$ cat config.mk
export PLATFORM = sky130hd
export DESIGN_NAME = quad_enc_gen
export DESIGN_NICKNAME = d
export VERILOG_FILES = /design/src/rtl/quad_enc_pkg.sv /design/src/rtl/quad_phase_timer.sv /design/src/rtl/quad_enc_gen.sv
export SDC_FILE = /design/constraint.sdc
export NUM_CORES = 1
export LEC_CHECK = 0
export ABC_AREA = 1
export BUFFER_PORTS_ARGS = -buffer_cell sky130_fd_sc_hd__buf_2
export CAP_MARGIN = 5
export CORE_ASPECT_RATIO = 1.75
export CORE_UTILIZATION = 49
export CTS_CLUSTER_DIAMETER = 50
export DETAILED_ROUTE_END_ITERATION = 12
export PLACE_DENSITY = 0.79
export SETUP_SLACK_MARGIN = 0.02
export SYNTH_ARGS = -nofsm -noshare
export SYNTH_HDL_FRONTEND = slang
export SYNTH_HIERARCHICAL = 1
export SYNTH_SLANG_ARGS = --single-unit
$ cat constraint.sdc
create_clock -name clk -period 1.9 [get_ports clk]
set_input_delay 0.095 -clock clk [delete_from_list [all_inputs] [get_ports clk]]
set_output_delay 0.095 -clock clk [all_outputs]
set_load 0.01 [all_outputs]
$ cat src/rtl/quad_enc_pkg.sv
// quad_enc_pkg
// Shared types and constants for the quadrature encoder generator.
//   state_t     : FSM states (IDLE, RUN, GAP)
//   phase_t     : 2-bit quadrature phase, wraps modulo 4
//   PHASE_AB    : phase -> {q_a,q_b} lookup (0:00, 1:10, 2:11, 3:01)
//   UP / DOWN   : direction encodings for cmd_dir
package quad_enc_pkg;

    typedef enum logic [1:0] {
        IDLE = 2'd0,
        RUN  = 2'd1,
        GAP  = 2'd2
    } state_t;

    typedef logic [1:0] phase_t;

    localparam logic [1:0] PHASE_AB [4] = '{2'b00, 2'b10, 2'b11, 2'b01};

    localparam logic UP   = 1'b1;
    localparam logic DOWN = 1'b0;

    function automatic logic [1:0] phase_to_ab(input phase_t p);
        return PHASE_AB[p];
    endfunction

endpackage

$ cat src/rtl/quad_phase_timer.sv
// quad_phase_timer
// Loadable down-counter used to time phase holds and inter-detent gaps.
// Ports:
//   clk, rst  : clock, asynchronous active-high reset (count -> 0)
//   load      : load load_val this cycle (takes priority over counting)
//   load_val  : value to load
//   zero      : count is zero; counting stops there until the next load
module quad_phase_timer #(
    parameter int W = 3
) (
    input  logic         clk,
    input  logic         rst,
    input  logic         load,
    input  logic [W-1:0] load_val,
    output logic         zero
);

    logic [W-1:0] count;

    always_ff @(posedge clk or posedge rst) begin
        if (rst) begin
            count <= '0;
        end else if (load) begin
            count <= load_val;
        end else if (count != '0) begin
            count <= count - W'(1);
        end
    end

    assign zero = (count == '0);

endmodule

$ cat src/rtl/quad_enc_gen.sv
// quad_enc_gen
// Quadrature encoder stimulus generator. Accepts "move N detents in
// direction D" and drives q_a/q_b with the phased quadrature sequence,
// each phase held STEP_CYCLES clocks, with GAP_CYCLES clocks at 00 between
// detents. Optional glitch makes the first transition jump two phases.
//
// Handshake: a command transfers on a rising edge where cmd_valid and
// cmd_ready are both high. cmd_ready is high only in IDLE; cmd_valid seen
// while busy is ignored (not queued) and the source must hold the command
// until it sees cmd_ready.
//
// Ports:
//   clk, rst      : clock, asynchronous active-high reset
//   cmd_valid     : command present
//   cmd_ready     : generator idle and able to accept (registered)
//   cmd_dir       : 1 = up (A leads B), 0 = down
//   cmd_count     : number of detents to emit
//   cmd_glitch    : corrupt the first transition of the command
//   q_a, q_b      : registered quadrature outputs
//   busy          : command in progress
//   done          : one-cycle pulse on command completion
//   detents_left  : remaining detents of the current command
//   fsm_state     : current FSM state (debug visibility)
module quad_enc_gen
    import quad_enc_pkg::*;
#(
    parameter int STEP_CYCLES = 4,
    parameter int GAP_CYCLES  = 8,
    parameter int CNT_W       = 8
) (
    input  logic             clk,
    input  logic             rst,
    input  logic             cmd_valid,
    output logic             cmd_ready,
    input  logic             cmd_dir,
    input  logic [CNT_W-1:0] cmd_count,
    input  logic             cmd_glitch,
    output logic             q_a,
    output logic             q_b,
    output logic             busy,
    output logic             done,
    output logic [CNT_W-1:0] detents_left,
    output logic [1:0]       fsm_state
);

    localparam int MAX_C = (STEP_CYCLES > GAP_CYCLES) ? STEP_CYCLES : GAP_CYCLES;
    localparam int TW    = $clog2(MAX_C + 1);

    localparam logic [TW-1:0] STEP_LD = TW'(STEP_CYCLES - 1);
    localparam logic [TW-1:0] GAP_LD  = (GAP_CYCLES == 0) ? '0 : TW'(GAP_CYCLES - 1);

    state_t           state, state_n;
    phase_t           phase, phase_n, step;
    logic             dir_r, dir_n;
    logic             glitch_r, glitch_n;
    logic             done_n;
    logic [CNT_W-1:0] left_n;
    logic             tmr_load;
    logic [TW-1:0]    tmr_val;
    logic             tmr_zero;

    quad_phase_timer #(.W(TW)) u_timer (
        .clk      (clk),
        .rst      (rst),
        .load     (tmr_load),
        .load_val (tmr_val),
        .zero     (tmr_zero)
    );

    // A pending glitch makes the next transition a double step (00 -> 11).
    assign step = glitch_r ? 2'd2 : 2'd1;

    always_comb begin
        state_n  = state;
        phase_n  = phase;
        dir_n    = dir_r;
        glitch_n = glitch_r;
        left_n   = detents_left;
        done_n   = 1'b0;
        tmr_load = 1'b0;
        tmr_val  = '0;

        case (state)
            IDLE: begin
                if (cmd_valid && cmd_ready) begin
                    dir_n    = cmd_dir;
                    glitch_n = cmd_glitch;
                    left_n   = cmd_count;
                    if (cmd_count != '0) begin
                        state_n  = RUN;
                        tmr_load = 1'b1;
                        tmr_val  = STEP_LD;
                    end else begin
                        done_n = 1'b1;
                    end
                end
            end

            RUN: begin
                if (tmr_zero) begin
                    phase_n  = (dir_r == UP) ? phase + step : phase - step;
                    glitch_n = 1'b0;
                    tmr_load = 1'b1;
                    tmr_val  = STEP_LD;
                    // Landing on phase 0 closes a detent.
                    if (phase_n == 2'd0) begin
                        left_n = detents_left - CNT_W'(1);
                        if (left_n == '0) begin
                            state_n  = IDLE;
                            done_n   = 1'b1;
                            tmr_load = 1'b0;
                        end else if (GAP_CYCLES != 0) begin
                            state_n = GAP;
                            tmr_val = GAP_LD;
                        end
                    end
                end
            end

            GAP: begin
                if (tmr_zero) begin
                    state_n  = RUN;
                    tmr_load = 1'b1;
                    tmr_val  = STEP_LD;
                end
            end

            default: begin
                state_n = IDLE;
            end
        endcase
    end

    always_ff @(posedge clk or posedge rst) begin
        if (rst) begin
            state        <= IDLE;
            phase        <= 2'd0;
            q_a          <= 1'b0;
            q_b          <= 1'b0;
            dir_r        <= 1'b0;
            glitch_r     <= 1'b0;
            detents_left <= '0;
            done         <= 1'b0;
            busy         <= 1'b0;
            cmd_ready    <= 1'b1;
        end else begin
            state        <= state_n;
            phase        <= phase_n;
            {q_a, q_b}   <= phase_to_ab(phase_n);
            dir_r        <= dir_n;
            glitch_r     <= glitch_n;
            detents_left <= left_n;
            done         <= done_n;
            busy         <= (state_n != IDLE);
            cmd_ready    <= (state_n == IDLE);
        end
    end

    assign fsm_state = state;

endmodule
Word-level counts from Yosys, hierarchy flattened
Cells that the tools add are included.
- flip-flop bits (word level): 23
- input bits: 13
- output and inout port bits: 15
- word-level logic and storage cells: 79
- $add $sub $neg: 4
- $lt $le $gt $ge: 1
- equality and inequality tests: 5
- multiplexer cells: 43
- bitwise gates (word level): 1
- reductions and logical operators: 14
- operators with widths (cell ; number):
    two-way mux 2 bit ; 15
    two-way mux 8 bit ; 3
    one-hot mux 8 bit (2 select lines) ; 1
    two-way mux 1 bit ; 13
    two-way mux 3 bit ; 3
    one-hot mux 3 bit (3 select lines) ; 1
    zero test 8 bit ; 1
    two-way mux 4 bit ; 2
    nonzero test 8 bit ; 1
    subtractor 8 x 1 -> 8 bit (second input constant) ; 1
    zero test 2 bit ; 3
    != test 2 bit (second input constant) ; 3
    one-hot mux 2 bit (3 select lines) ; 1
    nonzero test 2 bit ; 3
    binary-select mux 2 bit (select 2 bit) ; 1
    zero test 4 bit ; 1
    one-hot mux 1 bit (2 select lines) ; 2
    AND reduction 4 bit ; 1
    nonzero test 4 bit ; 1
    subtractor 4 x 1 -> 4 bit (second input constant) ; 1
    greater-or-equal comparator 3 bit (second input constant) ; 1
    NOT 2 -> 3 bit ; 1
    one-hot mux 1 bit (3 select lines) ; 1
    AND reduction 3 bit ; 1
    6 further kinds ; 6

Logic depth before layout (Yosys ltp)
- depth in word-level cells: 9
- mapped depth: 18
- mapped depth without buffers: 18

Hierarchy
Netlist, hierarchy kept.
- by module, submodules not included (module ; times used ; cells an instance ; area each (um^2) ; sequential area each (um^2)):
    quad_enc_gen ; 1 ; 157 ; 1141.1 ; 451.7
    quad_phase_timer ; 1 ; 38 ; 259.0 ; 100.1

Least setup slack after synthesis
OpenSTA, ideal clock, no wires.
- path type: register -> register
- from: register detents_left[0]
- to: register u_timer.count[1]
- setup time: 0.117 ns
- arrival: 1.955 ns
- data required time: 1.783 ns
- slack: -0.171 ns
- cell stages (with the launch flop): 16
- buffers on the path: 0
- clock period less this slack: 2.071 ns
- cell sequence: dfrtp_1 -> inv_1 -> ha_1 -> inv_1 -> nor2_1 -> nand2_1 -> o21ai_0 -> nand2_1 -> nor2_1 -> nand2_1 -> o21ai_0 -> inv_1 -> nor2_4 -> inv_2 -> nand2_1 -> nand2_1
- longest elaborated chain between the ends: 7
- elaborated cells on any way between the ends: 8
- those cells by class: 1 x add/sub; 5 x mux; 2 x reduce/logical
- RTL lines (what ; RTL line ; RTL):
    from (decl) ; quad_enc_gen.sv:42 ; output logic [CNT_W-1:0] detents_left,
    from (signal assigned) ; quad_enc_gen.sv:152 ; detents_left <= left_n;
    subtractor 8 x 1 -> 8 bit * ; quad_enc_gen.sv:107 ; left_n = detents_left - CNT_W'(1);
    zero test 8 bit * ; quad_enc_gen.sv:108 ; if (left_n == '0) begin
    two-way mux 1 bit * ; quad_enc_gen.sv:108 ;
    two-way mux 1 bit * ; quad_enc_gen.sv:106 ; if (phase_n == 2'd0) begin
    two-way mux 1 bit * ; quad_enc_gen.sv:100 ; if (tmr_zero) begin
    one-hot mux 1 bit (3 select lines) * ; quad_enc_gen.sv:83 ; case (state)
    via tmr_load ; quad_enc_gen.sv:58 ; logic tmr_load;
    two-way mux 4 bit / nonzero test 2 bit (equally long branches) ; -- ;
    to (signal assigned) ; quad_phase_timer.sv:24 ; count <= load_val;
    to (signal assigned) ; quad_phase_timer.sv:26 ; count <= count - W'(1);
    to (decl) ; quad_phase_timer.sv:18 ; logic [W-1:0] count;
The timed path passes the listed nets; every way through them passes the cells marked *.
A chain may end at the register's enable or synchronous reset.

Worst setup path after layout
- from: register detents_left[1]
- to: register u_timer.count[0]
Same word-level chain as after synthesis.

==> results.md <==
- Slew HR: 50.96%
- Final worst slack: 0.02174 ns
- Nature of the critical path endpoint: flop
- Critical-path top delay cell: dfrtp_1
- Switching share of power: 48.63%
- Clock sink count: 22
- Overall power: 3.509 mW
- Synth top area cells: dfrtp_1, nand2_1, inv_1, o21ai_0, nor2_1
- Synthesized Nets: 212
- Design Area, Final: 1838 sq um
- Final #Nets: 258
- Tmin final: 1.878 ns
- Place WS: -0.03901 ns
- Syn Inst Count: 195
- Starting Density: 51.45%
- Final Util: 67.54%
- Clock share of power: 9.8%
- Setup TNS: 0 ns
- CP peak stage delay: 0.42 ns
- Overflow after GRT: 0
- Post-DP HPWL: 2.341 mm
- Total of max-cap violations: 0
- Synth Flop Type: dfrtp_1
- Post-DP Area: 1638 sq um
- Share of cells above drive strength 1: 40.83%
- Async S/R FF share, synth: 100.0%
- Flops & latches, synth: 22
- Outcome: finished, final reports clean
- Area Growth Syn to Fin: 31.28%
- H-Tree Depth: 1
- ANT nets after route: 0
- Setup Skew: 0.002025 ns
- GP Congestion: 0.7532
- Antenna cells: 0
- Sequential group share of total power: 25.2%
- Final setup violation count: 0
- Synthesized area: 1400 sq um
- Number of synthesized flops with an enable pin: 0
- Non-Filler Instances: 267
- Final period utilization: 98.86%
- Vias: 1382
- First-pass DRT Iterations: 4
- First-pass GRT wire length: 5.106 mm
- DR iter-0 viols: 37
- Worst slew pin tran: 0.7349 ns
- I/O Buffers: 27
- Clk buf depth: 2
- Largest net degree at the start of global routing: 19
- Core Box Area: 2721 sq um
- Distinct cells, synth: 25
- Int Pwr: 1.803 mW
- Number of remaining DRC errors: 0
- WL per Instance: 12.16 um
- Die Area: 3083 sq um
- Switching power: 1.706 mW
- Final wirelength: 3.247 mm
- Initial antenna violation count: 0
- Vias/cell: 5.176
- Worst EP arrival: 2.04 ns
- WHS: 0.06104 ns
- Crit-path cells: inv_2 > ha_4 > inv_4 > nor2_4 > nand2_2 > nand2_2 > nand2_2 > inv_2 > nand2_2 > nor2_4 > nand2_2 > o21ai_2 > inv_2 > nor2_4 > inv_2 > nand2_1 > nand2_1
- Rows: 25
- # IOs: 28
- PD cells: 1909 nW/um^2
- Fin. Hold Viols: 0
- Buf+Inv Stages, Crit Path: 5
- Worst Setup SP: detents_left[1]
- Static leakage: 0.9625 nW
- Placed insts: 258
- Syn Area/Cell: 7.180 sq um
- VDD IR max: 1.137 mV
- Die X: 42.41 um
- CTS tree: done
- Tot GR Track Use: 21.69%
- WP data required: 2.07 ns
- Ys Warns: 6
- RSZ-0062 raised after global routing: true
- Worst Path Max Fanout: 8
- Vias in the first global route: 1284
- Top cell by count, worst path: nand2_2
- Clk root buf: clkbuf_8
- Post-synthesis sequential area ratio: 39.41%
- CP top delay family: simple AND/OR/NAND/NOR gates
- CP startpoint kind: flop
- Min-Delay Path Class: in2reg
- Post-synth top area share: 37.53%
- Die height: 72.71 um
- FF-to-FF Start: detents_left[1]
- CP Class: reg2reg
- HP Start: cmd_glitch
- Fmax: 532.4 MHz
- CTS Buf Count: 3
- Leading area contributor after synthesis: dfrtp_1
- Slew Viols, Final: 0
- Worst-Skew Late Latency: 0.27 ns
- Clock-pin slew of the registers on the worst-case setup and hold paths: 0.08 ns
- Gate power share: 64.9%
worst paths after layout:
kind                                    end  slack, ns  cells after the start
setup reg to reg           u_timer/count[0]       0.02                     17
min in group asynchronous  u_timer/count[2]       0.25                      3
max in group asynchronous             dir_r       0.94                      3
hold reg to reg                       dir_r       0.52                      2
setup / recovery           u_timer/count[0]       0.02                     17
hold / removal                     glitch_r       0.06                      3
synth_stat cells (all sizes together) (2+ instances only):
| cell type | count |
|---|---|
| ha | 4 |
| nand3 | 14 |
| inv | 32 |
| dfrtp | 21 |
| xor2 | 2 |
| nand2 | 60 |
| nor2 | 27 |
| buf | 2 |
| xnor2 | 3 |
| a21oi | 2 |
| o21ai | 23 |
registers in the layout, summed over array words and instances, names as in the netlist:
signal and count:
detents_left 8, u_timer/count 4, fsm_state 2, phase 2
busy 1, cmd_ready 1, dir_r 1, done 1
glitch_r 1, q_a 1
cell type report:
| type | instances | area [sq um] |
|---|---|---|
| Clock buffer | 4 | 55.05 |
| Sequential cell | 22 | 551.8 |
| Multi-Input combinational cell | 139 | 813.3 |
| Inverter | 32 | 122.6 |
| Timing Repair Buffer | 43 | 261.5 |
| Fill cell | 233 | 883.3 |
| Tap cell | 27 | 33.78 |
logic make-up after synthesis:
kind of cell / after synthesis / synth area share, %
and+or+nand+nor: 103 / 32.89
buffers and inverters: 34 / 9.741
AOI/OAI and AO/OA: 26 / 10.99
DFF: 22 / 39.41
xor gates and xnor gates: 5 / 3.128
adders and majority gates: 4 / 3.575
other: 1 / 0.2678
power groups by stage:
stage / sequential, mW / combinational, mW / clock (mW)
final: 0.885 / 2.28 / 0.345
after global routing: 0.911 / 2.57 / 0.361
after CTS: 0.878 / 2.00 / 0.347
after detailed placement: 0.883 / 1.92 / 0
after global placement: 0.880 / 1.88 / 0
after floorplan: 0.932 / 1.31 / 0
cell usage in the layout (no fill, tap or decap), drive strengths merged:
master       synthesis  routed
xnor2                3       3
a21oi                2       2
nor3                 1       1
ha                   4       4
inv                 32      32
nand2               60      60
o22ai                1       1
clkbuf               0       4
nand4                1       1
conb                 1       1
dlygate4sd3          0       1
buf                  2      42
nor2                27      27
nand3               14      14
dfrtp               21      21
xor2                 2       2
dfstp                1       1
o21ai               23      23
worst reg2reg max path, stage by stage, from the launching register on:
cell and delay, ns:
dfrtp_1 0.42, inv_2 0.09, ha_4 0.14, inv_4 0.04
nor2_4 0.13, nand2_2 0.07, nand2_2 0.06, nand2_2 0.06
inv_2 0.06, nand2_2 0.06, nor2_4 0.11, nand2_2 0.07
o21ai_2 0.13, inv_2 0.10, nor2_4 0.11, inv_2 0.04
nand2_1 0.05, nand2_1 0.04
per-layer routing:
| layer | vias to the layer above | track usage [%] | part of all wire [%] |
|---|---|---|---|
| met5 | - | 0 | 0 |
| met1 | 653 | 21.36 | 38 |
| met4 | 0 | 11.46 | 2.3 |
| li1 | 694 | - | - |
| met2 | 28 | 42.74 | 58 |
| met3 | 7 | 1.980 | 2.1 |
what timing repair did:
item | 4_1_cts | 5_1_grt
hold buffers | 1 | 0
hold endpoints to repair | 21 | 0
pin swaps | 5 | 14
gates cloned | 0 | 0
buffers inserted | 3 | 1
setup endpoints to repair | 4 | 7
resized for setup | 5 | 31
Power figures use the tool's default switching activity.
